===== src/rtl/id_pkg.sv =====
// Shared type codes and immediate-extension helper for the decode stage.
package id_pkg;

    localparam int T_NOP   = 0;
    localparam int T_LOAD  = 13;
    localparam int T_STORE = 14;

    // Extends the low 'width' bits of raw to 64 bits; callers truncate to their data width.
    function automatic logic [63:0] ext_imm(input logic [63:0] raw,
                                            input int unsigned width,
                                            input logic zext);
        logic [63:0] res;
        logic        fill;
        fill = zext ? 1'b0 : raw[6'(width - 1)];
        for (int i = 0; i < 64; i++) begin
            res[i] = (i < int'(width)) ? raw[i] : fill;
        end
        return res;
    endfunction

endpackage


===== src/rtl/regfile_2r1w.sv =====
// Two-read, one-write register file. R0 reads as zero; a same-cycle write is bypassed to the reads.
module regfile_2r1w #(
    parameter int DATA_W = 32,
    parameter int NREGS  = 32,
    localparam int AW    = $clog2(NREGS)
) (
    input  logic              clk,
    input  logic              reset,
    input  logic              wr_en,
    input  logic [AW-1:0]     wr_addr,
    input  logic [DATA_W-1:0] wr_data,
    input  logic [AW-1:0]     rd_addr_a,
    input  logic [AW-1:0]     rd_addr_b,
    output logic [DATA_W-1:0] rd_data_a,
    output logic [DATA_W-1:0] rd_data_b
);

    logic [DATA_W-1:0] regs [NREGS];

    // Storage write; R0 is never written so it stays zero.
    always_ff @(posedge clk) begin
        if (reset) begin
            for (int i = 0; i < NREGS; i++) begin
                regs[i] <= '0;
            end
        end else if (wr_en && wr_addr != '0) begin
            regs[wr_addr] <= wr_data;
        end
    end

    // Read ports with R0 forcing and write-through bypass.
    always_comb begin
        rd_data_a = regs[rd_addr_a];
        rd_data_b = regs[rd_addr_b];
        if (wr_en && wr_addr == rd_addr_a) rd_data_a = wr_data;
        if (wr_en && wr_addr == rd_addr_b) rd_data_b = wr_data;
        if (rd_addr_a == '0) rd_data_a = '0;
        if (rd_addr_b == '0) rd_data_b = '0;
    end

endmodule


===== src/rtl/id_stage_hz.sv =====
// Decode stage: operand fetch, immediate extension, load-use bubble insertion, stall/flush handling.
module id_stage_hz
    import id_pkg::*;
#(
    parameter int DATA_W = 32,
    parameter int NREGS  = 32,
    parameter int IMM_W  = 16,
    parameter int TYPE_W = 4,
    parameter int CNT_W  = 16,
    localparam int AW    = $clog2(NREGS)
) (
    input  logic                     clk,
    input  logic                     reset,
    input  logic                     done_in_ID,
    input  logic                     done_in_WB,
    input  logic                     wb_en,
    input  logic [AW-1:0]            wb_addr,
    input  logic [DATA_W-1:0]        wb_data,
    input  logic                     has_rs,
    input  logic                     has_rt,
    input  logic                     has_rd,
    input  logic                     has_imm,
    input  logic [AW-1:0]            rs,
    input  logic [AW-1:0]            rt,
    input  logic [AW-1:0]            rd,
    input  logic [IMM_W-1:0]         imm,
    input  logic                     imm_zext,
    input  logic [TYPE_W-1:0]        instr_type_IF,
    input  logic                     ex_stall,
    input  logic                     flush,
    output logic signed [DATA_W-1:0] A,
    output logic signed [DATA_W-1:0] B,
    output logic [AW-1:0]            sourceA,
    output logic [AW-1:0]            sourceB,
    output logic [AW-1:0]            wb_tgt_ID,
    output logic [TYPE_W-1:0]        instr_type_ID,
    output logic [IMM_W-1:0]         sw_offset,
    output logic                     done_ID,
    output logic                     done_WB,
    output logic                     hazard_stall,
    output logic [CNT_W-1:0]         stall_cnt
);

    logic [DATA_W-1:0] rs_val;
    logic [DATA_W-1:0] rt_val;
    logic [DATA_W-1:0] immx;
    logic              use_hit;
    logic              load_in_id;

    regfile_2r1w #(
        .DATA_W (DATA_W),
        .NREGS  (NREGS)
    ) u_rf (
        .clk       (clk),
        .reset     (reset),
        .wr_en     (wb_en),
        .wr_addr   (wb_addr),
        .wr_data   (wb_data),
        .rd_addr_a (rs),
        .rd_addr_b (rt),
        .rd_data_a (rs_val),
        .rd_data_b (rt_val)
    );

    assign immx = DATA_W'(ext_imm(64'(imm), IMM_W, imm_zext));

    // A load sitting in ID whose destination is a source of the instruction in IF needs one bubble.
    assign load_in_id   = (instr_type_ID == TYPE_W'(T_LOAD)) && (wb_tgt_ID != '0);
    assign use_hit      = (has_rs && rs == wb_tgt_ID) || (has_rt && rt == wb_tgt_ID);
    assign hazard_stall = !reset && !ex_stall && load_in_id &&
                          (instr_type_IF != TYPE_W'(T_NOP)) && use_hit;

    // ID register set: flush > ex_stall hold > hazard bubble > decode.
    always_ff @(posedge clk) begin
        if (reset) begin
            A             <= '0;
            B             <= '0;
            sourceA       <= '0;
            sourceB       <= '0;
            wb_tgt_ID     <= '0;
            instr_type_ID <= '0;
            sw_offset     <= '0;
            done_ID       <= 1'b0;
            stall_cnt     <= '0;
        end else if (flush) begin
            instr_type_ID <= '0;
            wb_tgt_ID     <= '0;
            sourceA       <= '0;
            sourceB       <= '0;
            done_ID       <= 1'b0;
        end else if (ex_stall) begin
            // hold everything
        end else if (hazard_stall) begin
            instr_type_ID <= '0;
            wb_tgt_ID     <= '0;
            sourceA       <= '0;
            sourceB       <= '0;
            done_ID       <= 1'b0;
            if (stall_cnt != '1) stall_cnt <= stall_cnt + CNT_W'(1);
        end else if (instr_type_IF != TYPE_W'(T_NOP)) begin
            A             <= rs_val;
            sourceA       <= rs;
            instr_type_ID <= instr_type_IF;
            done_ID       <= done_in_ID;
            if (instr_type_IF == TYPE_W'(T_STORE)) begin
                B         <= rt_val;
                sourceB   <= rt;
                wb_tgt_ID <= '0;
                sw_offset <= imm;
            end else if (has_imm) begin
                B         <= immx;
                sourceB   <= '0;
                wb_tgt_ID <= rt;
            end else begin
                B         <= rt_val;
                sourceB   <= rt;
                wb_tgt_ID <= rd;
            end
        end else begin
            instr_type_ID <= '0;
            wb_tgt_ID     <= '0;
            done_ID       <= done_in_ID;
        end
    end

    // Writeback-side done flag follows MEM every cycle, independent of stalls.
    always_ff @(posedge clk) begin
        if (reset) done_WB <= 1'b0;
        else       done_WB <= done_in_WB;
    end

endmodule


===== config.mk =====
export PLATFORM = sky130hd
export DESIGN_NAME = id_stage_hz
export DESIGN_NICKNAME = d
export VERILOG_FILES = /design/src/rtl/id_pkg.sv /design/src/rtl/regfile_2r1w.sv /design/src/rtl/id_stage_hz.sv
export SDC_FILE = /design/constraint.sdc
export NUM_CORES = 2
export LEC_CHECK = 0
export ABC_CLOCK_PERIOD_IN_PS = 3800
export CAP_MARGIN = 20
export CORE_MARGIN = 8
export CORE_UTILIZATION = 55
export CTS_CLUSTER_DIAMETER = 200
export DETAILED_ROUTE_END_ITERATION = 10
export MAX_ROUTING_LAYER = met4
export PLACE_DENSITY_LB_ADDON = 0.3
export SLEW_MARGIN = 20
export SYNTH_ARGS = -nofsm -noshare
export SYNTH_HDL_FRONTEND = slang
export SYNTH_SLANG_ARGS = --single-unit

===== constraint.sdc =====
create_clock -name clk -period 3.8 [get_ports clk]
set_input_delay 0.95 -clock clk [delete_from_list [all_inputs] [get_ports clk]]
set_output_delay 0.95 -clock clk [all_outputs]
set_load 0.01 [all_outputs]

==> impl_metrics.py <==
metrics = {
    "synthesis": {
        "async_flop_share": 0,
        "yosys.area.top_type_share": 0.515,
        "yosysSeqAreaShare": 0.554,
        "syn_inst": 4212,
        "synth_cell_types": 63,
        "ys.flop_type": "edfxtp_1",
        "netlist_area_um2": 59800,
        "synth_seq_cells": 1141,
        "synthTopCellsByArea": "edfxtp_1, mux4_2, and2_1",
        "syn_area_per_cell_um2": 14.2,
        "synth.most_common_cell": "edfxtp_1",
        "yosysWarnings": 0,
        "synth_edf_count": 1024,
        "synthTopCellsByCount": "edfxtp_1, and2_1, mux4_2",
        "synth_largest_area_cell": "edfxtp_1",
    },
    "global_routing": {
        "grt_pass1_vias": 40833,
        "grt_overflow": 0,
        "grt_max_degree": 103,
        "grt_util_all_layers": 0.345,
        "grt_pass1_wl_um": 291000,
        "antenna_found_initial": 12,
    },
    "pwr": {
        "leakage_nw": 23.9,
        "p_per_area_nw_per_um2": 445,
        "ir_worst_vdd_mv": 0.576,
    },
    "clocking": {
        "cts.sinks": 1141,
        "clock-root-buffer": "clkbuf_16",
        "numCtsBuffers": 117,
        "cts_resized": 0,
        "clock_path_buffers": 3,
        "hold_buffers": 0,
        "insertion_delay_ns": 0.73,
        "post_cts_buffers": 0,
        "clk_pin_slew_ns": 0.06,
        "cts_tree": "done",
        "htree_num_levels": 3,
    },
    "sta": {
        "fin_crit_ns": 3.72,
        "fmax_mhz": 269,
        "worstMarginPinSlew_ns": 1.11,
        "drv_slew": 0,
        "fin_setup_tns_ns": 0,
        "rsz0062_at_grt": "no",
        "finalCritPeriodShare": 0.980,
        "hold_viol_final": 0,
        "worst_clock_skew_ns": 0.0185,
        "finalSetupViolCount": 0,
        "slew_headroom": 0.259,
    },
    "drt": {
        "ant_nets": 0,
        "drcViolationCount": 0,
        "post_drt_wl_per_cell_um": 34.8,
        "wirelength_um": 207000,
        "vias": 41832,
        "detail_route.vias_per_cell": 7.05,
        "drt-initial-drc-count": 7323,
        "drt-pass1-iter-count": 6,
    },
    "critical_path": {
        "arrival_ns": 2.77,
        "r2r-end": "A[20]$_SDFFE_PP0P_",
        "r2r_start": "wb_tgt_ID[1]$_SDFFE_PP0N_",
        "critPathCapture": "hazard_stall",
        "cp-start-kind": "register",
        "cp_data_required_time_ns": 2.85,
        "critPathCaptureType": "output port",
        "setup.worst_path.start": "instr_type_ID[1]$_SDFFE_PP0N_",
        "crit_path_max_fanout": 3,
        "crit_type": "register to output port",
        "reg2reg_depth": 8,
        "rrSetupSlack_ns": 1.27,
    },
    "flow_run": {
        "max_cap_viol_count": 0,
    },
    "final_layout": {
        "final_layout_size_suffix_gt1_frac": 0.243,
        "area_growth_pct": 15.6,
        "final_nets": 4493,
        "final_cell_count_no_fill": 5930,
    },
    "die": {
        "num_io_pins": 202,
        "start_util": 0.552,
        "num_rows": 121,
        "coreArea_um2": 108000,
        "die_h_um": 346,
        "dieArea_um2": 119000,
        "die_x_um": 346,
    },
    "worst_hold_path": {
        "min_path_cells": 2,
        "hold_class": "register to register",
    },
    "placement": {
        "dp_cells": 5702,
        "dpl.hpwl_um": 133000,
        "gp_congestion": 1.02,
        "portBuffers": 200,
    },
    "run_status": {
        "status": "finished clean",
    },
}
metal layers:
metal,global-route usage,share of wire,up-vias
met4,0.187,0.068,0
met5,-,0,-
met3,0.0883,0.14,666
met2,0.504,0.44,3585
met1,0.444,0.35,20987
li1,-,-,16594
logic make-up after synthesis:
group                      share of synthesized area
adders and majority gates                   0.000209
muxes                                          0.217
AOI/OAI and AO/OA                             0.0539
and+or+nand+nor                                0.136
other                                      0.0000628
xor gates and xnor gates                     0.00308
DFF                                            0.554
buffers and inverters                         0.0367
worst min path at each step:
stage                              end                    start
5_1_grt             A[18]$_SDFFE_PP0P_       A[18]$_SDFFE_PP0P_
2_1_floorplan  sourceB[0]$_SDFFE_PP0P_  sourceB[0]$_SDFFE_PP0P_
3_3_place_gp        A[23]$_SDFFE_PP0P_       A[23]$_SDFFE_PP0P_
4_1_cts             A[18]$_SDFFE_PP0P_       A[18]$_SDFFE_PP0P_
6_report          done_ID$_SDFFE_PP0N_     done_ID$_SDFFE_PP0N_
3_5_place_dp        A[18]$_SDFFE_PP0P_       A[18]$_SDFFE_PP0P_
report_power, final:
group / switching, mW / total [mW] / internal (mW)
logic: 2.21 / 3.94 / 1.73
registers: 0.379 / 14.7 / 14.3
clock network: 5.09 / 12.1 / 6.99
cells in the final DEF, fill, tap and decap left out, types with 28 or more instances in the layout:
cell type and n:
a211oi_1 53, a21oi_1 93, clkbuf_16 119, mux2i_1 219
buf_12 86, conb_1 32, clkdlybuf4s50_1 186, mux2_2 58
mux4_2 449, and2_1 874, edfxtp_1 1024, or2_2 33
nand2_1 82, o21ai_0 28, nor2b_1 29, nor3_1 152
nor2_1 83, dfxtp_1 117, a22oi_1 77, buf_4 232
o22ai_1 32
final cells by class:
class / instances / area [um^2]
diodes: 5 / 12.5
clock buffers: 156 / 3230
clock inverters: 66 / 763
fillers: 7669 / 39200
inverters: 7 / 26.3
multi-input cells: 2626 / 24800
flip-flops and latches: 1141 / 33100
well taps: 1414 / 1770
repair buffers: 515 / 5430
worst max-delay path, cell delays in order (launching register included):
cell and delay, ns:
dfxtp_1 0.32, nand4b_1 0.40, nor3_1 0.35, nand2_1 0.26
nor2_1 0.15, clkdlybuf4s50_1 0.55
registers in the layout (all words and copies together), names as in the netlist:
signal / count
stall_cnt: 16
sourceA: 5
done_WB: 1
A: 32
sourceB: 5
done_ID: 1
u_rf.regs: 1024
sw_offset: 16
B: 32
wb_tgt_ID: 5
instr_type_ID: 4
per-stage QoR:
step / power [mW] / util / worst slack [ns] / hold slack, ns / area [um^2]
after floorplan: 17.0 / - / 0.584 / 0.476 / 59900
after global placement: 18.7 / 0.601 / 0.00406 / 0.438 / 65100
after detailed placement: 18.8 / 0.601 / 0.0348 / 0.441 / 65100
after CTS: 30.6 / 0.638 / 0.0379 / 0.456 / 69100
after global routing: 31.3 / 0.638 / 0.00781 / 0.475 / 69100
final: 30.7 / 0.638 / 0.0773 / 0.455 / 69100
(Power assumes the default switching activity.)
